File: src/rtl/twd_gen_if.sv
// ============================================================================
// Module : twd_gen_if
// Brief  : Control, configuration, stream and table-read bundle for twd_gen.
//          Table read signals exist only when TWD_TABLE_EN is defined.
// Rev    : 1.0
// ============================================================================
`default_nettype none

interface twd_gen_if #(
  parameter int W    = 8,
  parameter int LOGN = 3
);
  logic            start;
  logic [W-1:0]    cfg_mod;
  logic [W-1:0]    cfg_root;
  logic            busy;
  logic            done;
  logic            err;
  logic            out_valid;
  logic            out_ready;
  logic [W-1:0]    out_data;
  logic [LOGN-1:0] out_i;
  logic [LOGN-1:0] out_j;
`ifdef TWD_TABLE_EN
  logic [LOGN-1:0] rd_i;
  logic [LOGN-1:0] rd_j;
  logic [W-1:0]    rd_data;

  modport master (
    output start, cfg_mod, cfg_root, out_ready, rd_i, rd_j,
    input  busy, done, err, out_valid, out_data, out_i, out_j, rd_data
  );
  modport slave (
    input  start, cfg_mod, cfg_root, out_ready, rd_i, rd_j,
    output busy, done, err, out_valid, out_data, out_i, out_j, rd_data
  );
`else
  modport master (
    output start, cfg_mod, cfg_root, out_ready,
    input  busy, done, err, out_valid, out_data, out_i, out_j
  );
  modport slave (
    input  start, cfg_mod, cfg_root, out_ready,
    output busy, done, err, out_valid, out_data, out_i, out_j
  );
`endif
endinterface

`default_nettype wire

File: src/rtl/twd_gen.sv
// ============================================================================
// Module : twd_gen
// Brief  : Run-time twiddle table generator, Twf[i][j] = root^(i*j) mod q,
//          streamed row-major; optional readable table via TWD_TABLE_EN.
// Rev    : 1.0
// ============================================================================
`default_nettype none

module twd_gen #(
  parameter int N    = 8,
  parameter int W    = 8,
  parameter int LOGN = $clog2(N)
) (
  input  logic     clk,
  input  logic     rst,
  twd_gen_if.slave bus
);

  localparam logic [LOGN-1:0] LAST = LOGN'(N - 1);

  typedef enum logic [1:0] {
    IDLE = 2'd0,
    EMIT = 2'd1,
    DONE = 2'd2
  } state_t;

  state_t          state_q, state_d;
  logic [W-1:0]    q_q, q_d;
  logic [W-1:0]    r_q, r_d;
  logic [W-1:0]    rowstep_q, rowstep_d;
  logic [W-1:0]    power_q, power_d;
  logic [LOGN-1:0] i_q, i_d;
  logic [LOGN-1:0] j_q, j_d;
  logic            busy_q, busy_d;
  logic            done_q, done_d;
  logic            err_q, err_d;
  logic            valid_q, valid_d;

  logic            hs;
  logic            last_col;
  logic            cfg_bad;
  logic [W-1:0]    mul_a;
  logic [W-1:0]    mul_b;
  logic [2*W-1:0]  prod;
  logic [W-1:0]    mul_res;
  logic [W-1:0]    root_red;

  assign hs       = valid_q & bus.out_ready;
  assign last_col = (j_q == LAST);
  assign cfg_bad  = (bus.cfg_mod < W'(2));

  // One shared multiplier: the column step normally, the row step on the last column.
  always_comb begin
    mul_a    = last_col ? rowstep_q : power_q;
    mul_b    = last_col ? r_q       : rowstep_q;
    prod     = {{W{1'b0}}, mul_a} * {{W{1'b0}}, mul_b};
    mul_res  = (q_q < W'(2)) ? '0 : W'(prod % {{W{1'b0}}, q_q});
    root_red = cfg_bad ? '0 : (bus.cfg_root % bus.cfg_mod);
  end

  always_comb begin
    state_d   = state_q;
    q_d       = q_q;
    r_d       = r_q;
    rowstep_d = rowstep_q;
    power_d   = power_q;
    i_d       = i_q;
    j_d       = j_q;
    busy_d    = busy_q;
    done_d    = 1'b0;
    err_d     = err_q;
    valid_d   = valid_q;
    case (state_q)
      IDLE: begin
        if (bus.start) begin
          q_d    = bus.cfg_mod;
          r_d    = root_red;
          busy_d = 1'b1;
          err_d  = cfg_bad;
          if (cfg_bad) begin
            state_d = DONE;
          end else begin
            state_d   = EMIT;
            valid_d   = 1'b1;
            i_d       = '0;
            j_d       = '0;
            rowstep_d = W'(1);
            power_d   = W'(1);
          end
        end
      end
      EMIT: begin
        if (hs) begin
          if (!last_col) begin
            power_d = mul_res;
            j_d     = j_q + LOGN'(1);
          end else if (i_q != LAST) begin
            rowstep_d = mul_res;
            power_d   = W'(1);
            j_d       = '0;
            i_d       = i_q + LOGN'(1);
          end else begin
            state_d = DONE;
            valid_d = 1'b0;
            busy_d  = 1'b0;
            done_d  = 1'b1;
          end
        end
      end
      DONE: begin
        // Entered still busy only on a bad modulus: spend one cycle before the pulse.
        busy_d = 1'b0;
        done_d = busy_q;
        if (!busy_q) state_d = IDLE;
      end
      default: state_d = IDLE;
    endcase
  end

  always_ff @(posedge clk or posedge rst) begin
    if (rst) begin
      state_q   <= IDLE;
      q_q       <= '0;
      r_q       <= '0;
      rowstep_q <= '0;
      power_q   <= '0;
      i_q       <= '0;
      j_q       <= '0;
      busy_q    <= 1'b0;
      done_q    <= 1'b0;
      err_q     <= 1'b0;
      valid_q   <= 1'b0;
    end else begin
      state_q   <= state_d;
      q_q       <= q_d;
      r_q       <= r_d;
      rowstep_q <= rowstep_d;
      power_q   <= power_d;
      i_q       <= i_d;
      j_q       <= j_d;
      busy_q    <= busy_d;
      done_q    <= done_d;
      err_q     <= err_d;
      valid_q   <= valid_d;
    end
  end

  assign bus.busy      = busy_q;
  assign bus.done      = done_q;
  assign bus.err       = err_q;
  assign bus.out_valid = valid_q;
  assign bus.out_data  = power_q;
  assign bus.out_i     = i_q;
  assign bus.out_j     = j_q;

`ifdef TWD_TABLE_EN
  logic [W-1:0] table_q [N*N];
  logic [W-1:0] rd_data_q;

  // Storage is deliberately unreset; contents persist until overwritten.
  always_ff @(posedge clk) begin
    if (hs) table_q[{i_q, j_q}] <= power_q;
  end

  always_ff @(posedge clk or posedge rst) begin
    if (rst) rd_data_q <= '0;
    else     rd_data_q <= table_q[{bus.rd_i, bus.rd_j}];
  end

  assign bus.rd_data = rd_data_q;
`endif

endmodule

`default_nettype wire

File: src/flat_wrapper.sv
// flat-port wrapper written by rule: the top's interface ports become plain ports
module twd_gen_flat 
#(
  parameter int N    = 8,
  parameter int W    = 8,
  parameter int LOGN = $clog2(N)
)
  (clk, rst, bus_start, bus_cfg_mod, bus_cfg_root, bus_out_ready, bus_busy, bus_done, bus_err, bus_out_valid, bus_out_data, bus_out_i, bus_out_j);
  twd_gen_if #(.W(W), .LOGN(LOGN)) bus_i ();
  input  logic clk;
  input  logic rst;
  input wire logic [$bits(bus_i.start)-1:0] bus_start;
  input wire logic [$bits(bus_i.cfg_mod)-1:0] bus_cfg_mod;
  input wire logic [$bits(bus_i.cfg_root)-1:0] bus_cfg_root;
  input wire logic [$bits(bus_i.out_ready)-1:0] bus_out_ready;
  output wire logic [$bits(bus_i.busy)-1:0] bus_busy;
  output wire logic [$bits(bus_i.done)-1:0] bus_done;
  output wire logic [$bits(bus_i.err)-1:0] bus_err;
  output wire logic [$bits(bus_i.out_valid)-1:0] bus_out_valid;
  output wire logic [$bits(bus_i.out_data)-1:0] bus_out_data;
  output wire logic [$bits(bus_i.out_i)-1:0] bus_out_i;
  output wire logic [$bits(bus_i.out_j)-1:0] bus_out_j;
  assign bus_i.start = bus_start;
  assign bus_i.cfg_mod = bus_cfg_mod;
  assign bus_i.cfg_root = bus_cfg_root;
  assign bus_i.out_ready = bus_out_ready;
  assign bus_busy = bus_i.busy;
  assign bus_done = bus_i.done;
  assign bus_err = bus_i.err;
  assign bus_out_valid = bus_i.out_valid;
  assign bus_out_data = bus_i.out_data;
  assign bus_out_i = bus_i.out_i;
  assign bus_out_j = bus_i.out_j;
  twd_gen #(.N(N), .W(W), .LOGN(LOGN)) u_core (.clk(clk), .rst(rst), .bus(bus_i));
endmodule
File: config.mk
export PLATFORM = sky130hd
export DESIGN_NAME = twd_gen_flat
export DESIGN_NICKNAME = d
export VERILOG_FILES = /design/src/rtl/twd_gen_if.sv /design/src/rtl/twd_gen.sv /design/src/flat_wrapper.sv
export SDC_FILE = /design/constraint.sdc
export NUM_CORES = 1
export LEC_CHECK = 0
export BUFFER_PORTS_ARGS = -buffer_cell sky130_fd_sc_hd__buf_2
export CORE_AREA = 2 2 161 163
export CTS_BUF_LIST = sky130_fd_sc_hd__clkbuf_16
export CTS_CLUSTER_SIZE = 10
export DETAILED_ROUTE_END_ITERATION = 16
export DIE_AREA = 0 0 163 165
export PLACE_DENSITY_LB_ADDON = 0.05
export SLEW_MARGIN = 20
export SYNTH_ARGS = -nofsm -noshare
export SYNTH_HDL_FRONTEND = slang
export SYNTH_SLANG_ARGS = --single-unit
export TNS_END_PERCENT = 10
File: constraint.sdc
create_clock -name clk -period 44 [get_ports clk]
set_input_delay 8.8 -clock clk [delete_from_list [all_inputs] [get_ports clk]]
set_output_delay 8.8 -clock clk [all_outputs]
set_load 0.005 [all_outputs]
Word level (Yosys, flattened, before mapping):

Index checks and enable logic that the tools add are counted.

* word-level logic and storage cells: 83
* flip-flop bits (word level): 44
* output and inout port bits: 18

* divide/modulo/power cells: 2
* order comparisons: 2
* eq/ne operators: 12
* multipliers: 1
* bitwise logic cells: 1
* add/subtract/negate cells: 2
* reduce and logical (&&, ||, !) cells: 9
* mux-type cells: 43

Operators by type and width (number)
* 8-bit 2-to-1 mux: 12
* 8-bit case mux with 2 select lines: 2
* 3-bit 2-to-1 mux: 8
* 8-bit by 2-bit < comparator with 1-bit output (second input constant): 2
* 16-bit by 8-bit modulo with 16-bit output: 1
* 8-bit by 8-bit multiplier with 16-bit output: 1
* 5-bit AND reduction: 3
* 2-bit 2-to-1 mux: 6
* 3-bit case mux with 2 select lines: 2
* 6-bit AND reduction: 2
* 1-bit 2-to-1 mux: 9
* 8-bit by 8-bit modulo with 8-bit output: 1
* 2-bit != test (second input constant): 4
* 3-bit by 1-bit adder with 3-bit output (second input constant): 2
* 2-bit by 1-bit != test with 1-bit output (second input constant): 3
* 3-bit != test (second input constant): 2
* 2-bit case mux with 3 select lines: 1
* 1-bit case mux with 2 select lines: 2
* 3-bit == test (second input constant): 1
* 1-bit case mux with 3 select lines: 1
* 3-bit nonzero test: 1
* 2-bit by 1-bit == test with 1-bit output (second input constant): 1
* 2-bit == test (second input constant): 1
* 2-bit zero test: 1
* other kinds (3): 3

Depth between registers and ports, before layout:

* depth in word-level cells: 9
* gate-level depth with buffers: 178
* depth with buffers taken out: 171

Worst setup path before layout:

No wires, ideal clock.

* kind: reg-to-reg
* start: reg u_core.j_q[0] (netlist: u_core.bus.out_j[0])
* end: reg u_core.power_q[0] (netlist: u_core.bus.out_data[0])
* cell stages (with the launch flop): 171
* required time: 43.904 ns
* library setup time: 0.096 ns
* setup slack: 8.967 ns
* data arrival time: 34.937 ns
* cell sequence: dfrtp_1 -> ha_1 -> ha_1 -> buf_1 -> mux2i_1 -> nor2_1 -> fa_1 -> fa_1 -> fa_1 -> inv_1 -> fa_1 -> inv_1 -> ha_1 -> a21oi_1 -> nand2_1 -> o21a_1 -> o41ai_1 -> xnor2_1 -> [135 not listed] -> nand2_1 -> nor4_2 -> nand3_1 -> mux2_2 -> ha_1 -> nor2b_1 -> o21ai_0 -> nand2b_1 -> a21o_1 -> a21o_1 -> o21ai_0 -> nand2b_1 -> a221oi_1 -> o21ai_0 -> or3_1 -> a221oi_4 -> mux2_2 -> o31ai_1

* cells in the longest elaborated chain, start to end: 8
* elaborated cells between the ends (all ways): 11
* classes of those cells: mul (1); div (1); eq/ne (2); mux (6); reduce/logical (1)

RTL lines
* start: declaration: line twd_gen.sv:33 `logic [LOGN-1:0] j_q, j_d;`
* start signal: assignment: line twd_gen.sv:140 `j_q <= j_d;`
* 3-bit == test *: line twd_gen.sv:49 `assign last_col = (j_q == LAST);`
* 8-bit 2-to-1 mux, on equally long branches: line twd_gen.sv:54, twd_gen.sv:55
* 8-bit by 8-bit multiplier with 16-bit output: line twd_gen.sv:56 `prod = {{W{1'b0}}, mul_a} * {{W{1'b0}}, mul_b};`
* 16-bit by 8-bit modulo with 16-bit output: line twd_gen.sv:57 `mul_res = (q_q < W'(2)) ? '0 : W'(prod % {{W{1'b0}}, q_q});`
* 8-bit 2-to-1 mux: line twd_gen.sv:57
* 8-bit 2-to-1 mux: line twd_gen.sv:94 `if (!last_col) begin`
* 8-bit 2-to-1 mux: line twd_gen.sv:93 `if (hs) begin`
* 8-bit case mux with 2 select lines: line twd_gen.sv:73 `case (state_q)`
* end signal: assignment: line twd_gen.sv:138 `power_q <= power_d;`
* end: declaration: line twd_gen.sv:31 `logic [W-1:0] power_q, power_d;`

Mark *: on every way between the ends. The rest lies on a longest branch, timed or not. The select of a mux whose other input is x is not followed.
A chain may end at the register's enable or synchronous reset.

Final worst setup path:

* start: reg u_core.j_q[0] (netlist: u_core.bus.out_j[0])
* end: reg u_core.rowstep_q[0]

* cells in the longest elaborated chain, start to end: 9
* elaborated cells between the ends (all ways): 12
* classes of those cells: mul (1); div (1); eq/ne (2); mux (7); reduce/logical (1)

RTL lines
* 3-bit == test *: line twd_gen.sv:49
* 8-bit 2-to-1 mux, on equally long branches: line twd_gen.sv:54, twd_gen.sv:55
* 8-bit by 8-bit multiplier with 16-bit output: line twd_gen.sv:56
* 16-bit by 8-bit modulo with 16-bit output: line twd_gen.sv:57
* 8-bit 2-to-1 mux: line twd_gen.sv:57
* 8-bit 2-to-1 mux: line twd_gen.sv:97 `end else if (i_q != LAST) begin`
* 8-bit 2-to-1 mux: line twd_gen.sv:94
* 8-bit 2-to-1 mux: line twd_gen.sv:93
* 8-bit case mux with 2 select lines: line twd_gen.sv:73
* end signal: assignment: line twd_gen.sv:137 `rowstep_q <= rowstep_d;`
* end: declaration: line twd_gen.sv:30 `logic [W-1:0] rowstep_q, rowstep_d;`

Marked as above.

==> results.yml <==
status:
  outcome: "finished, final reports clean"
critical_path:
  arrival_ns: 39.55
  required_ns: 44.19
  crit_slowest_cell: "mux2i_1"
  crit_type: "reg -> reg"
  cp-end-kind: "flip-flop"
  timing.critical_path.from_type: "flip-flop"
  worst_path_most_repeated_cell: "o21a_1"
  critPathMaxFanout: 14
  slowest_delay_ns: 0.82
grt:
  gr-usage-all-layers: 0.213
  grt_pass1_wl_um: 47300
  grt_max_degree: 45
  antenna_found_initial: 0
  grt-ovfl-total: 0
  grt_pass1_vias: 9680
routing:
  avgRoutedWirePerCell_um: 16.0
  drt_iter0_markers: 463
  via_count: 9948
  viasPerCell: 5.67
  dr.pass1.iters: 5
  wirelength_um: 28100
  antenna_left: 0
  drc: 0
synthesis:
  synth_warnings: 0
  avgSynthCellArea_um2: 7.91
  yosysTopAreaCellShare: 0.208
  ys_seq_area_frac: 0.0992
  synth_cells: 1403
  syn_nets: 1645
  ys_types: 89
  synth.most_common_cell: "ha_1"
  yosys-top-cells-area: "ha_1 21%, dfrtp_1 9.9%, fa_1 6.9%"
  synthArstFlopShare: 1.00
  netlist_area_um2: 11100
  synth_edf_count: 0
  synth_top_area_cell: "ha_1"
  synth_common_cells: "184 x ha_1, 135 x nand2_1, 123 x nor2_1"
  synth_seq_cells: 44
  ys_dominant_reg_cell: "dfrtp_1"
timing:
  setup_tns_ns: 0
  fin_crit_sh: 0.894
  slew_headroom: 0.358
  tightest_slew_ns: 0.962
  slew_viol_final: 0
  fin_worst_skew_ns: 0.00698
  grt_setup_unrepaired: "false"
  period_needed_ns: 39.35
  finalHoldViolCount: 0
  final-setup-viol-count: 0
  max_freq_mhz: 25.4
die:
  die_w_um: 163
  die_area_um2: 26900
  pin_count: 38
  core_um2: 25000
  die-height_um: 165
  num_rows: 58
  initial_core_util: 0.443
finish:
  drive_gt1_frac: 0.0955
  instances_no_fill: 1754
  fin_util: 0.470
  fin_nets: 1665
  n_fill_cell: 2580
  diodes: 0
  area_growth_pct: 6.06
clock_network:
  clock-root-buffer: "clkbuf_16"
  htreeDepth: 2
  cts_buffer_depth: 2
  cts_tree: "done"
  cts_resized: 0
  cts_hold_buf: 0
  cts_sinks: 44
  clock_latency_ns: 0.29
  post_cts_buffers: 0
  clkSlewWorstSetupHoldPaths_ns: 0.06
  cts_buffers: 5
place:
  dp_hpwl_um: 23200
  place_congestion: 0.848
  port_buffers: 37
  place_inst: 1746
min_path:
  min_path_type: "reg -> reg"
job:
  drv_cap: 0
==> worst max-delay path, delay by kind of cell (launching register included) <==
kind / cells / cell delay, ns
flops: 1 / 0.38
compound gates: 82 / 18.08
xor+xnor: 1 / 0.20
fa+ha+maj: 23 / 8.04
simple gates: 46 / 9.42
mux: 7 / 2.75
buf+inv: 4 / 0.29
==> state kept, by name, summed over array words and instances (netlist names) <==
| signal | flops |
|---|---|
| u_core.bus.busy | 1 |
| u_core.bus.done | 1 |
| u_core.bus.err | 1 |
| u_core.bus.out_data | 8 |
| u_core.bus.out_i | 3 |
| u_core.bus.out_j | 3 |
| u_core.bus.out_valid | 1 |
| u_core.q_q | 8 |
| u_core.r_q | 8 |
| u_core.rowstep_q | 8 |
| u_core.state_q | 2 |
==> area by class of cell <==
cell class                      count  area (um2)  share of cell area
Clock buffer                        5         125              0.0106
Clock inverter                      3        42.5             0.00362
Inverter                           93         349              0.0297
Multi-Input combinational cell   1239        9530               0.810
Sequential cell                    44        1100              0.0936
Tap cell                          330         413              0.0351
Timing Repair Buffer               40         208              0.0177
==> path summary, 6_finish.rpt <==
path | start | to | slack [ns] | depth (start not counted)
max | u_core.bus.out_j[0] | u_core.rowstep_q[0] | 4.65 | 163
min | u_core.r_q[5] | u_core.r_q[5] | 0.49 | 2
max reg2reg | u_core.bus.out_j[0] | u_core.rowstep_q[0] | 4.65 | 163
min reg2reg | u_core.r_q[5] | u_core.r_q[5] | 0.49 | 2
max in group asynchronous | rst | u_core.rowstep_q[1] | 34.67 | 2
min in group asynchronous | rst | u_core.bus.err | 8.72 | 2
==> layer usage <==
metal / part of all wire / vias up / global-route usage
met5: 0 / - / 0
met4: 0.0085 / 0 / 0.0350
met3: 0.023 / 14 / 0.0105
met2: 0.48 / 130 / 0.384
met1: 0.49 / 4658 / 0.287
li1: - / 5146 / -
==> stage by stage <==
stage	hold slack, ns	setup WS [ns]	cell area, um2
after floorplan	0.450	8.97	11100
after global placement	0.469	5.15	11600
after detailed placement	0.488	4.87	11600
after CTS	0.501	4.80	11800
after global routing	0.531	1.33	11800
final	0.494	4.65	11800
==> cells by family (layout without fill, tap and decap cells) <==
logic type | Yosys count | after routing | synth area share
and+or+nand+nor | 469 | 469 | 0.205
AOI/OAI and AO/OA | 403 | 403 | 0.247
adders and majority gates | 222 | 222 | 0.276
buffers and inverters | 120 | 141 | 0.0420
muxes | 74 | 74 | 0.0749
xor gates and xnor gates | 71 | 71 | 0.0561
DFF | 44 | 44 | 0.0992
==> cell usage in the layout, fill, tap and decap left out, types with 7 or more instances in the layout <==
cell type	netlist	layout
ha_1	184	184
nand2_1	135	135
nor2_1	123	123
inv_1	92	91
o21ai_0	79	79
a21oi_1	78	78
nor3_1	63	63
o21a_1	56	56
a21o_1	46	46
dfrtp_1	44	44
xnor2_1	43	43
fa_1	38	38
buf_2	3	37
o31ai_1	35	35
mux2i_1	34	34
mux2_2	33	33
xor2_1	28	28
nor2b_1	25	25
nand2b_1	22	22
or2_2	18	18
nand3_1	18	18
o21ai_1	14	14
nand4_1	11	11
or3_1	11	11
o211ai_1	9	9
a211oi_1	9	9
and2_1	8	8
a31oi_1	7	7
Power is not shown: default switching activity piles up to over one toggle a cycle in this logic, so the estimate is an artifact.
